$ cat config.mk
export PLATFORM = sky130hd
export DESIGN_NAME = tick_period_monitor
export DESIGN_NICKNAME = d
export VERILOG_FILES = /design/src/rtl/tick_period_monitor.sv
export SDC_FILE = /design/constraint.sdc
export NUM_CORES = 1
export LEC_CHECK = 0
export CORE_MARGIN = 2
export CORE_UTILIZATION = 37
export CTS_BUF_LIST = sky130_fd_sc_hd__clkbuf_8
export DETAILED_ROUTE_END_ITERATION = 12
export PLACE_DENSITY = 0.59
export SLEW_MARGIN = 25
export SYNTH_ARGS = -nofsm -noshare
export SYNTH_HDL_FRONTEND = slang
export SYNTH_SLANG_ARGS = --single-unit
$ cat constraint.sdc
create_clock -name clk_in -period 7.5 [get_ports clk_in]
set_input_delay 0.75 -clock clk_in [delete_from_list [all_inputs] [get_ports clk_in]]
set_output_delay 0.75 -clock clk_in [all_outputs]
set_load 0.01 [all_outputs]
$ cat src/rtl/tick_period_monitor.sv
// tick_period_monitor
// Receiving end of the game-timing strobe. Measures the number of clk_in
// cycles between consecutive tick rising edges and reports each period on a
// valid/ready port. Tracks whether recent periods sit within tolerance of
// the nominal period (locked) and flags a missing tick (timeout).
//
// Output handshake (period_valid / period_ready):
//   period_valid high means period_data holds a measurement not yet taken.
//   A cycle with period_valid=1 and period_ready=1 consumes it. period_data
//   stays stable while valid is high and unconsumed. A new measurement that
//   arrives while the old one is unconsumed overwrites it and pulses overrun.
//   A new measurement that arrives in a consume cycle simply replaces it, with
//   no overrun. period_ready while period_valid=0 has no effect.
module tick_period_monitor #(
    parameter int CNT_W    = 28,
    parameter int EXPECTED = 40000001,
    parameter int TOL      = 16,
    parameter int LOCK_N   = 4,
    parameter int TIMEOUT  = 48000000
) (
    input  logic             clk_in,
    input  logic             rst,
    input  logic             tick_in,
    input  logic             period_ready,
    output logic [CNT_W-1:0] period_data,
    output logic             period_valid,
    output logic             overrun,
    output logic             locked,
    output logic             timeout
);

    typedef enum logic [1:0] {
        ST_IDLE    = 2'd0,
        ST_MEASURE = 2'd1,
        ST_TIMEOUT = 2'd2
    } state_t;

    localparam logic signed [CNT_W:0] EXP_S     = (CNT_W+1)'(EXPECTED);
    localparam logic signed [CNT_W:0] TOL_S     = (CNT_W+1)'(TOL);
    localparam logic signed [CNT_W:0] NEG_TOL_S = -TOL_S;
    localparam logic [CNT_W-1:0]      TMO_C     = CNT_W'(TIMEOUT);
    localparam logic [CNT_W-1:0]      ONE_C     = CNT_W'(1);
    localparam logic [3:0]            LOCK_C    = 4'(LOCK_N);

    state_t                  state;
    state_t                  state_next;
    logic                    tick_q;
    logic                    evt;
    logic [CNT_W-1:0]        cnt;
    logic [3:0]              match_cnt;
    logic [3:0]              match_next;
    logic                    emit;
    logic                    enter_timeout;
    logic signed [CNT_W:0]   diff;
    logic                    is_match;

    // A tick held high for several cycles counts as a single event.
    assign evt = tick_in & ~tick_q;

    // State register.
    always_ff @(posedge clk_in or posedge rst) begin
        if (rst) begin
            state <= ST_IDLE;
        end else begin
            state <= state_next;
        end
    end

    // Next-state logic: the first edge only arms the measurement, later edges
    // emit a period, and a silent full TIMEOUT interval drops to ST_TIMEOUT.
    always_comb begin
        state_next    = state;
        emit          = 1'b0;
        enter_timeout = 1'b0;
        case (state)
            ST_IDLE: begin
                if (evt) state_next = ST_MEASURE;
            end
            ST_MEASURE: begin
                if (evt) begin
                    emit = 1'b1;
                end else if (cnt == TMO_C) begin
                    state_next    = ST_TIMEOUT;
                    enter_timeout = 1'b1;
                end
            end
            ST_TIMEOUT: begin
                if (evt) state_next = ST_MEASURE;
            end
            default: begin
                state_next = ST_IDLE;
            end
        endcase
    end

    // Tolerance test on the period being emitted (cnt in the event cycle),
    // done signed so periods below EXPECTED compare correctly.
    always_comb begin
        diff       = $signed({1'b0, cnt}) - EXP_S;
        is_match   = (diff >= NEG_TOL_S) && (diff <= TOL_S);
        match_next = 4'd0;
        if (is_match) begin
            match_next = (match_cnt == LOCK_C) ? LOCK_C : match_cnt + 4'd1;
        end
    end

    // Period counter, output register and lock tracking.
    always_ff @(posedge clk_in or posedge rst) begin
        if (rst) begin
            tick_q       <= 1'b0;
            cnt          <= '0;
            match_cnt    <= 4'd0;
            period_data  <= '0;
            period_valid <= 1'b0;
            overrun      <= 1'b0;
            locked       <= 1'b0;
            timeout      <= 1'b0;
        end else begin
            tick_q  <= tick_in;
            timeout <= (state_next == ST_TIMEOUT);
            overrun <= emit & period_valid & ~period_ready;

            if (evt) begin
                cnt <= ONE_C;
            end else if (cnt != TMO_C) begin
                cnt <= cnt + ONE_C;
            end

            if (emit) begin
                period_data  <= cnt;
                period_valid <= 1'b1;
                match_cnt    <= match_next;
                locked       <= (match_next == LOCK_C);
            end else begin
                if (period_ready) period_valid <= 1'b0;
                if (enter_timeout) begin
                    match_cnt <= 4'd0;
                    locked    <= 1'b0;
                end
            end
        end
    end

endmodule
# After elaboration in Yosys (flattened, before gate mapping)
# Index checks and enable logic that the tools add are counted.
dict set report classes {
  bitwise_logic 5
  add_sub_neg 3
  reduce_logical 6
  magnitude_cmp 2
  eq_ne 7
  mux 19
}
# op n
set ops {}
lappend ops {{$mux W28} 2}
lappend ops {{$ge A29 B5 Y1 const B} 1}
lappend ops {{$le A29 B6 Y1 const B} 1}
lappend ops {{$sub A28 B26 Y29 const B} 1}
lappend ops {{$add A28 B1 Y28 const B} 1}
lappend ops {{$eq A28 B26 Y1 const B} 1}
lappend ops {{$ne A28 B26 Y1 const B} 1}
lappend ops {{$mux W4} 4}
lappend ops {{$mux W1} 9}
lappend ops {{$eq A4 B3 Y1 const B} 2}
lappend ops {{$mux W2} 3}
lappend ops {{$reduce_bool A2 Y1} 3}
lappend ops {{$add A4 B1 Y4 const B} 1}
lappend ops {{$eq A2 B2 Y1 const B} 2}
lappend ops {{$pmux W2 S2} 1}
lappend ops {{$and A1 B1 Y1} 3}
lappend ops {{$eq A2 B1 Y1 const B} 1}
lappend ops {{$logic_not A2 Y1} 1}
lappend ops {{$not A1 Y1} 2}
lappend ops {{$reduce_or A2 Y1} 1}
lappend ops {{$logic_and A1 B1 Y1} 1}
dict set report totals {
  output_inout_bits 32
  elab_cells 51
  reg_bits 67
}

# Longest topological paths before layout
# Gate-level depths: netlist of run 1.
dict set report depth {
  word_depth 6
  mapped_depth 12
  ltp_nobuf 11
}

# Worst setup path after synthesis of run 1
# No wires, ideal clock.
dict set report synth_timing {
  path_kind {register -> register}
  startpoint {register cnt[6]}
  endpoint {register match_cnt[0]}
  n_path_buf 2
  synth_period_minus_slack_ns 2.884
  arrival_ns 2.811
  path_stages_with_launch 12
  required_time_ns 7.427
  setup_time_ns 0.073
  slack_ns 4.616
  path_cell_list {dfrtp_1 -> buf_6 -> nor4_4 -> a41o_1 -> buf_6 -> o21ai_2 -> or4_4 -> a2111oi_2 -> nand4_1 -> o32ai_4 -> a21oi_1 -> a21oi_2}
}
dict set report synth_between {
  elab_chain_cells 5
  word_cells_on_any_way 11
  classes_between {1 x add/sub; 2 x order compare; 1 x eq/ne; 5 x mux; 2 x reduce/logical}
}
# element line_no
set synth_rtl {}
lappend synth_rtl {{from (decl)} 49} ;# logic [CNT_W-1:0] cnt;
lappend synth_rtl {{from (signal assigned)} 126} ;# cnt <= cnt + ONE_C;
lappend synth_rtl {{$sub A28 B26 Y29 / $eq A28 B26 Y1 (equally long branches)} {99, 82}}
lappend synth_rtl {{$ge A29 B5 Y1, or another cell as far along} 100} ;# is_match = (diff >= NEG_TOL_S) && (diff <= TOL_S);
lappend synth_rtl {{$logic_and A1 B1 Y1 / $mux W1 (equally long branches)} {100, 80}}
lappend synth_rtl {{$mux W4 / $mux W1 (equally long branches)} {102, 75}}
lappend synth_rtl {{$mux W4 / $reduce_bool A2 Y1 (equally long branches)} -}
lappend synth_rtl {{to (signal assigned)} 132} ;# match_cnt <= match_next;
lappend synth_rtl {{to (decl)} 50} ;# logic [3:0] match_cnt;
# Parallel ways exist; a longest one is shown, timed or not.
# A chain may end at the register's enable or synchronous reset.

# Final worst setup path of run 1
dict set report layout_timing {
  startpoint {register cnt[0]}
  endpoint {register match_cnt[0]}
}
# The elaborated chain is that of the path after synthesis.

==> results of run 1 <==
==> critical path, delay by kind of cell, from the launching register on <==
| family | cells | cell delay [ps] |
|---|---|---|
| XOR/XNOR | 1 | 290 |
| adder cells (fa/ha/maj) | 1 | 220 |
| AND/OR/NAND/NOR | 2 | 710 |
| flip-flops | 1 | 490 |
| buffers and inverters | 2 | 340 |
| AO/OA/AOI/OAI | 6 | 1310 |
==> how the worst max path moves through the flow <==
stage / from / to / slack [ps] / cells past startpoint
2_1_floorplan: cnt[6] / match_cnt[0] / 4620 / 11
3_3_place_gp: tick_in / match_cnt[0] / 3900 / 10
3_5_place_dp: tick_in / match_cnt[0] / 3830 / 10
4_1_cts: cnt[0] / match_cnt[0] / 4080 / 12
5_1_grt: cnt[0] / match_cnt[0] / 3860 / 12
6_report: cnt[0] / match_cnt[0] / 4080 / 12
==> synth_stat cells (3+ instances only) <==
master	instances	area, um2
sky130_fd_sc_hd__a211oi_1	5	37.54
sky130_fd_sc_hd__a21o_1	4	30.03
sky130_fd_sc_hd__a21oi_1	20	100.1
sky130_fd_sc_hd__a31oi_1	4	25.02
sky130_fd_sc_hd__and3_1	6	37.54
sky130_fd_sc_hd__buf_2	3	15.01
sky130_fd_sc_hd__clkbuf_1	28	105.1
sky130_fd_sc_hd__dfrtp_1	67	1677
sky130_fd_sc_hd__ha_1	4	50.05
sky130_fd_sc_hd__inv_1	13	48.80
sky130_fd_sc_hd__nand2_1	92	345.3
sky130_fd_sc_hd__nand2b_1	6	37.54
sky130_fd_sc_hd__nand3_1	17	85.08
sky130_fd_sc_hd__nand4_1	10	62.56
sky130_fd_sc_hd__nand4b_1	3	26.28
sky130_fd_sc_hd__nor2_1	42	157.7
sky130_fd_sc_hd__nor3_1	13	65.06
sky130_fd_sc_hd__nor4_1	4	25.02
sky130_fd_sc_hd__o2111ai_1	3	26.28
sky130_fd_sc_hd__o211ai_1	3	22.52
sky130_fd_sc_hd__o21ai_0	24	120.1
sky130_fd_sc_hd__or3_1	8	50.05
sky130_fd_sc_hd__or3b_2	3	26.28
sky130_fd_sc_hd__xnor2_1	18	157.7
sky130_fd_sc_hd__xor2_1	10	87.58
==> registers in the layout, summed over array words and instances, names as in the netlist, 2 cells and up <==
signal and flops:
period_data 28, state 2, cnt 28, match_cnt 4
==> layout by cell type (no fill, tap or decap), types with 3 or more instances in the layout <==
| master | Yosys | layout |
|---|---|---|
| sky130_fd_sc_hd__clkbuf_8 | 0 | 10 |
| sky130_fd_sc_hd__a21oi_1 | 20 | 20 |
| sky130_fd_sc_hd__o2111ai_1 | 3 | 3 |
| sky130_fd_sc_hd__xor2_1 | 10 | 10 |
| sky130_fd_sc_hd__or3b_2 | 3 | 3 |
| sky130_fd_sc_hd__o211ai_1 | 3 | 3 |
| sky130_fd_sc_hd__ha_1 | 4 | 4 |
| sky130_fd_sc_hd__buf_4 | 0 | 3 |
| sky130_fd_sc_hd__a21o_1 | 4 | 4 |
| sky130_fd_sc_hd__xnor2_1 | 18 | 18 |
| sky130_fd_sc_hd__o21ai_0 | 24 | 24 |
| sky130_fd_sc_hd__nor4_1 | 4 | 4 |
| sky130_fd_sc_hd__a211oi_1 | 5 | 5 |
| sky130_fd_sc_hd__nor3_1 | 13 | 13 |
| sky130_fd_sc_hd__nand4_1 | 10 | 10 |
| sky130_fd_sc_hd__nand4b_1 | 3 | 3 |
| sky130_fd_sc_hd__a31oi_1 | 4 | 4 |
| sky130_fd_sc_hd__or3_1 | 8 | 8 |
| sky130_fd_sc_hd__nand3_1 | 17 | 17 |
| sky130_fd_sc_hd__clkdlybuf4s50_1 | 0 | 35 |
| sky130_fd_sc_hd__nand2b_1 | 6 | 6 |
| sky130_fd_sc_hd__inv_1 | 13 | 12 |
| sky130_fd_sc_hd__dfrtp_1 | 67 | 67 |
| sky130_fd_sc_hd__and3_1 | 6 | 6 |
| sky130_fd_sc_hd__nand2_1 | 92 | 92 |
| sky130_fd_sc_hd__nor2_1 | 42 | 41 |
==> cell families (layout without fill, tap and decap cells) <==
group / after synthesis / count (layout) / synth area share [%]
simple gates: 224 / 224 / 27.86
flops: 67 / 67 / 42.53
buf+inv: 50 / 69 / 5.236
fa+ha+maj: 5 / 5 / 1.523
xor+xnor: 28 / 28 / 6.220
compound gates: 93 / 93 / 16.35
mux: 1 / 1 / 0.2856
==> per-layer routing <==
layer  vias up  global-route usage (%)  wire [um]
met2        83                   30.70       4741
li1       1657                       -          -
met4         0                   5.380         98
met1      1673                   26.30       4768
met5         -                       0          0
met3         7                   4.073        478
==> layout make-up <==
cell class / instances / area, um2
clock buffers: 10 / 137.6
clock inverters: 6 / 88.84
fillers: 1035 / 5757
inverters: 15 / 56.30
multi-input cells: 351 / 2064
flip-flops and latches: 67 / 1677
well taps: 136 / 170.2
repair buffers: 38 / 372.9
==> per-stage QoR <==
| stage | hold slack [ps] | util [%] | std cells | setup slack, ps | area (um2) |
|---|---|---|---|---|---|
| floorplan | 447.0 | - | 468 | 4616 | 3943 |
| global placement | 461.8 | 42.04 | 607 | 3902 | 4340 |
| detailed placement | 463.0 | 42.04 | 607 | 3828 | 4340 |
| CTS | 481.8 | 44.24 | 623 | 4079 | 4567 |
| global route | 514.0 | 44.24 | 623 | 3855 | 4567 |
| finish | 475.0 | 44.24 | 623 | 4078 | 4567 |
==> where the power goes <==
part,switching [mW],leakage (nW),internal (mW)
registers,0.0294,0.916,0.379
logic,0.0713,0.875,0.0568
clock network,0.147,0.108,0.196
total,0.248,1.90,0.631
==> insert_results.sql, run 1 <==
INSERT INTO impl_metrics (metric_group, metric, value, unit) VALUES
('run_status', 'status', 'complete, no violations', ''),
('routing', 'dr.first_iter.drc_count', '317', ''),
('clock_tree', 'clockBufferDepth', '2', ''),
('synthesis', 'synth_flop_cell', 'sky130_fd_sc_hd__dfrtp_1', ''),
('critical_path', 'critical_path.reg2reg.endpoint', 'match_cnt[0]', ''),
('cells_and_area', 'num_antenna_cells', '0', ''),
('critical_path', 'critical_path.max_fanout', '11', ''),
('cells_and_area', 'synthToLayoutAreaGrowth', '15.84', '%'),
('sta', 'max_freq', '0.2922', 'GHz'),
('routing', 'average_via_count_per_standard_cell', '5.490', ''),
('pwr', 'power', '879.6', 'uW'),
('floorplanning', 'die_y_extent', '107.2', 'um'),
('synthesis', 'async_reset_ff_share', '100.0', '%'),
('floorplanning', 'core_region_area', '10320', 'um2'),
('synthesis', 'synth.ff_latch_count', '67', ''),
('min_path', 'timing.hold.worst_path_depth', '2', ''),
('clock_tree', 'clk_transition_reported_paths', '80', 'ps'),
('floorplanning', 'fp.dieArea', '11500', 'um2'),
('clock_tree', 'tritoncts_clock_tree', 'done', ''),
('clock_tree', 'cts_max_level', '3', ''),
('sta', 'sum_of_negative_setup_slack', '0', 'ps'),
('clock_tree', 'cts_resized', '0', ''),
('critical_path', 'crit_arrival', '3710', 'ps'),
('sta', 'period_utilisation_layout', '45.62', '%'),
('synthesis', 'synth.cell_area', '3943', 'um2'),
('clock_tree', 'clkSinkCount', '67', ''),
('placed_design', 'io_buffer_count', '35', ''),
('sta', 'unrepaired_setup_endpoints_after_global_routing', 'false', ''),
('sta', 'finalHoldViolations', '0', ''),
('critical_path', 'worstReg2RegStart', 'cnt[0]', ''),
('cells_and_area', 'final_layout_size_suffix_gt1_share', '7.598', '%'),
('floorplanning', 'chip_width', '107.2', 'um'),
('pwr', 'power.ir.vdd_worst', '0.0001041', 'V'),
('synthesis', 'synth_nets', '476', ''),
('pwr', 'power.static_leakage', '1.899', 'nW'),
('synthesis', 'synth-edff-count', '0', ''),
('critical_path', 'rrSetupSlack', '4080', 'ps'),
('global_routing', 'maximum_number_of_pins_on_one_net_before_global_route_repair', '68', ''),
('floorplanning', 'top_level_ports', '36', ''),
('critical_path', 'category_of_the_most_critical_setup_path', 'reg -> reg', ''),
('clock_tree', 'post-cts-setup-buffers', '0', ''),
('critical_path', 'critical_path.cell_chain', 'inv_1, ha_1, nor3b_1, buf_4, a31oi_1, o21ai_2, a21oi_1, xnor2_1, or3b_2, o32ai_4, a21oi_1, a21oi_2', ''),
('critical_path', 'worst_path_most_repeated_cell', 'sky130_fd_sc_hd__a21oi_1', ''),
('routing', 'detail_route.drc_violations', '0', ''),
('clock_tree', 'number_of_cts_inserted_buffers', '9', ''),
('sta', 'report.final.slew_viol_count', '0', ''),
('synthesis', 'ys.warnings.count', '0', ''),
('placed_design', 'dpl.hpwl', '6860', 'um'),
('global_routing', 'grt-ovfl-total', '0', ''),
('min_path', 'hold-path-endpoint', 'period_data[9]', ''),
('global_routing', 'number_of_antenna_violations_at_the_first_check_in_global_routing', '0', ''),
('global_routing', 'global_route_wire_length_before_repair', '17310', 'um'),
('floorplanning', 'starting_density', '38.19', '%'),
('sta', 'clock-skew-final', '13.05', 'ps'),
('critical_path', 'critPathLaunchType', 'register', ''),
('global_routing', 'first_global_vias', '3342', ''),
('critical_path', 'cpMaxStageDelayCell', 'sky130_fd_sc_hd__or3b_2', ''),
('sta', 'timing.slew.headroom', '39.07', '%'),
('clock_tree', 'root_buffer', 'sky130_fd_sc_hd__clkbuf_8', ''),
('run', 'maxCapViolations', '0', ''),
('routing', 'drtAntennaViolNets', '0', ''),
('min_path', 'hold_path.startpoint', 'period_data[9]', ''),
('critical_path', 'critPathMaxStageDelay', '500', 'ps'),
('critical_path', 'critPathRequiredTime', '7790', 'ps'),
('clock_tree', 'number_of_buffers_inserted_by_hold_repair_at_cts', '0', ''),
('routing', 'wl_per_cell', '16.19', 'um'),
('sta', 'final.min_clock_period', '3422', 'ps'),
('placed_design', 'place.gp.congestion', '0.8969', ''),
('critical_path', 'crit_path_end_kind', 'register', ''),
('synthesis', 'netlist_instances', '468', ''),
('critical_path', 'worst_r2r_path_depth', '12', '');
No activity file was read; power rests on OpenSTA's default activity.
==> inputs of run 2 (changes only) <==
- PLACE_DENSITY: 0.59 -> 0.61
- clock period: 7.5 -> 2.9 ns (I/O delays scaled with it)
==> run 2 against run 1 <==
Die area stayed put. Global-route usage hardly changed. Fmax is 18% higher. Combinational power rose to 3.6 times the previous value. The flow now finishes with violations (negative setup slack).
==> insert_results.sql, run 2 (synthesis gave the netlist of run 1 again) <==
INSERT INTO impl_metrics (metric_group, metric, value, unit) VALUES
('placed_design', 'place.gp.congestion', '0.8911', ''),
('pwr', 'share_clk_of_total_power', '30.1', '%'),
('sta', 'max_freq', '0.3437', 'GHz'),
('critical_path', 'critPathMaxStageDelay', '570', 'ps'),
('routing', 'average_via_count_per_standard_cell', '5.310', ''),
('clock_tree', 'clk-insertion-delay-late', '340', 'ps'),
('floorplanning', 'starting_density', '38.19', '%'),
('global_routing', 'number_of_antenna_violations_at_the_first_check_in_global_routing', '0', ''),
('cells_and_area', 'final_layout_size_suffix_gt1_share', '18.48', '%'),
('sta', 'finalHoldViolations', '0', ''),
('critical_path', 'timing.critical_path.buf_inv', '1', ''),
('placed_design', 'dpl.hpwl', '7678', 'um'),
('placed_design', 'placed_cell_area', '4811', 'um2'),
('cells_and_area', 'finish.cell_count_without_fillers', '688', ''),
('cells_and_area', 'synthToLayoutAreaGrowth', '27.48', '%'),
('critical_path', 'critPathRequiredTime', '3180', 'ps'),
('floorplanning', 'fp.dieArea', '11500', 'um2'),
('critical_path', 'worstReg2RegStart', 'cnt[13]', ''),
('cells_and_area', 'layout.cells.most_common', 'sky130_fd_sc_hd__nand2_1', ''),
('clock_tree', 'number_of_cts_inserted_buffers', '9', ''),
('run', 'maxCapViolations', '0', ''),
('pwr', 'power.sequential.fraction', '48.4', '%'),
('floorplanning', 'die_y_extent', '107.2', 'um'),
('sta', 'post-route-worst-setup-slack', '-9.382', 'ps'),
('routing', 'drt_first_pass_iters', '5', ''),
('pwr', 'power.static_leakage', '2.224', 'nW'),
('routing', 'route.final.wire_length', '10320', 'um'),
('pwr', 'netSwitchingPower', '627.6', 'uW'),
('pwr', 'power', '2.133', 'mW'),
('clock_tree', 'clk_transition_reported_paths', '80', 'ps'),
('sta', 'period_utilisation_layout', '100.3', '%'),
('critical_path', 'critical_path.max_fanout', '6', ''),
('pwr', 'intPower', '1.505', 'mW'),
('critical_path', 'critPathLaunchType', 'register', ''),
('cells_and_area', 'num_antenna_cells', '0', ''),
('pwr', 'netSwitchingFraction', '29.42', '%'),
('critical_path', 'rrSetupSlack', '-9', 'ps'),
('clock_tree', 'root_buffer', 'sky130_fd_sc_hd__clkbuf_8', ''),
('pwr', 'cellPowerDensity', '424.4', 'nW/um2'),
('critical_path', 'cpMaxStageDelayCell', 'sky130_fd_sc_hd__or4b_1', ''),
('floorplanning', 'chip_width', '107.2', 'um'),
('routing', 'drtAntennaViolNets', '0', ''),
('run_status', 'status', 'complete, but fails checks', ''),
('critical_path', 'cp_num_cells', '10', ''),
('clock_tree', 'clockBufferDepth', '2', ''),
('global_routing', 'global_route_wire_length_before_repair', '17280', 'um'),
('sta', 'final.min_clock_period', '2909', 'ps'),
('clock_tree', 'tritoncts_clock_tree', 'done', ''),
('global_routing', 'grt-ovfl-total', '0', ''),
('floorplanning', 'top_level_ports', '36', ''),
('critical_path', 'crit_arrival', '3190', 'ps'),
('sta', 'number_of_failing_setup_endpoints_in_the_final_timing_report', '1', ''),
('critical_path', 'critical_path.cell_chain', 'or4b_1, or2_4, o21ai_2, buf_4, a21oi_1, a2111oi_4, nand4_1, o32ai_4, a21oi_1, a21oi_2', ''),
('global_routing', 'maximum_number_of_pins_on_one_net_before_global_route_repair', '41', ''),
('sta', 'timing.slew.headroom', '58.17', '%'),
('cells_and_area', 'net_count_final', '555', ''),
('cells_and_area', 'multi_input_comb_area', '2101', 'um2'),
('run_status', 'violated_checks', 'negative setup slack', ''),
('floorplanning', 'num_rows', '37', ''),
('sta', 'clock-skew-final', '11.23', 'ps'),
('sta', 'unrepaired_setup_endpoints_after_global_routing', 'true', ''),
('cells_and_area', 'postLayoutCoreUtil', '48.69', '%'),
('critical_path', 'critPathTopFamily', 'compound AO/OA/AOI/OAI gates', ''),
('cells_and_area', 'largest_registers', 'cnt: 28 flops, period_data: 28 flops, match_cnt: 4 flops', ''),
('routing', 'dr.first_iter.drc_count', '201', ''),
('critical_path', 'critical_path.reg2reg.endpoint', 'match_cnt[0]', ''),
('critical_path', 'category_of_the_most_critical_setup_path', 'reg -> reg', ''),
('critical_path', 'crit_path_end_kind', 'register', ''),
('routing', 'wl_per_cell', '15.00', 'um'),
('placed_design', 'place.detailed.instances', '670', ''),
('pwr', 'power.ir.vdd_worst', '0.0001962', 'V'),
('routing', 'route.vias.total', '3653', ''),
('sta', 'worst-slew-pin-transition', '622.7', 'ps'),
('cells_and_area', 'final-seq-area', '1677', 'um2'),
('global_routing', 'first_global_vias', '3465', ''),
('min_path', 'kind_of_path_behind_the_tightest_hold_check', 'in -> async', ''),
('placed_design', 'io_buffer_count', '35', ''),
('clock_tree', 'cts_max_level', '3', ''),
('sta', 'report.final.slew_viol_count', '0', ''),
('critical_path', 'worst_r2r_path_depth', '10', ''),
('routing', 'detail_route.drc_violations', '0', ''),
('cells_and_area', 'fillers', '1007', ''),
('cells_and_area', 'design_area', '5026', 'um2'),
('global_routing', 'grtUsageTotal', '19.19', '%'),
('pwr', 'p_comb_share', '21.5', '%'),
('critical_path', 'worst_path_most_repeated_cell', 'sky130_fd_sc_hd__a21oi_1', ''),
('floorplanning', 'core_region_area', '10320', 'um2'),
('cells_and_area', 'most-common-layout-cells', 'sky130_fd_sc_hd__nand2_1, sky130_fd_sc_hd__dfrtp_1, sky130_fd_sc_hd__buf_4', ''),
('clock_tree', 'clkSinkCount', '67', ''),
('sta', 'holdWs', '356.4', 'ps');
-- run 2: cell types whose count changed in the layout (fill, tap and decap cells not counted), sizes merged --
cell      delta
buf         +65
clkinv       +1
clkbuf       -1
inv          +4
clkinvlp     -2
bufinv       -2
-- run 2: area by class of cell --
cell class / instances / share of cell area [%]
multi-input cells: 351 / 41.80
clock buffers: 9 / 2.465
inverters: 15 / 1.120
repair buffers: 103 / 17.28
clock inverters: 7 / 0.5975
well taps: 136 / 3.386
flip-flops and latches: 67 / 33.36
-- run 2: layer usage --
layer  vias up  part of all wire, %  GRT usage [%]
met5         -                    0              0
met4         0                  2.1          6.772
met3        16                  4.3          3.891
met2       105                   46          29.88
met1      1743                   48          26.44
li1       1789                    -              -
-- run 2: how the worst max path moves through the flow --
stage | end | start | slack (ps)
finish | match_cnt[0] | cnt[13] | -9
global route | match_cnt[0] | cnt[0] | -200
CTS | match_cnt[0] | cnt[0] | -7
detailed placement | match_cnt[0] | cnt[1] | -50
global placement | match_cnt[0] | cnt[0] | -50
floorplan | match_cnt[0] | cnt[6] | 20
-- run 2: repair_timing --
item	CTS	global route
setup buffers	0	2
gates resized for setup	4	6
hold buffers	0	0
pin swaps	3	4
endpoints found under the hold margin	0	0
endpoints found under the setup margin	3	5
-- run 2: power groups by stage --
stage | clock network (mW) | logic, mW | registers, mW
global placement | 0 | 0.446 | 1.04
floorplan | 0 | 0.259 | 1.04
finish | 0.642 | 0.459 | 1.03
detailed placement | 0 | 0.451 | 1.05
CTS | 0.668 | 0.454 | 1.03
global route | 0.711 | 0.514 | 1.04
-- run 2: worst min-delay path, delay by kind of cell --
kind,cells,cell delay [ps]
buffers and inverters,3,820
-- run 2: metrics by stage --
step	setup slack [ps]	setup TNS [ps]
floorplan	15.84	0
global placement	-50.93	-88.73
detailed placement	-48.44	-59.55
CTS	-7.415	-7.415
global route	-197.7	-761.4
finish	-9.382	-9.382
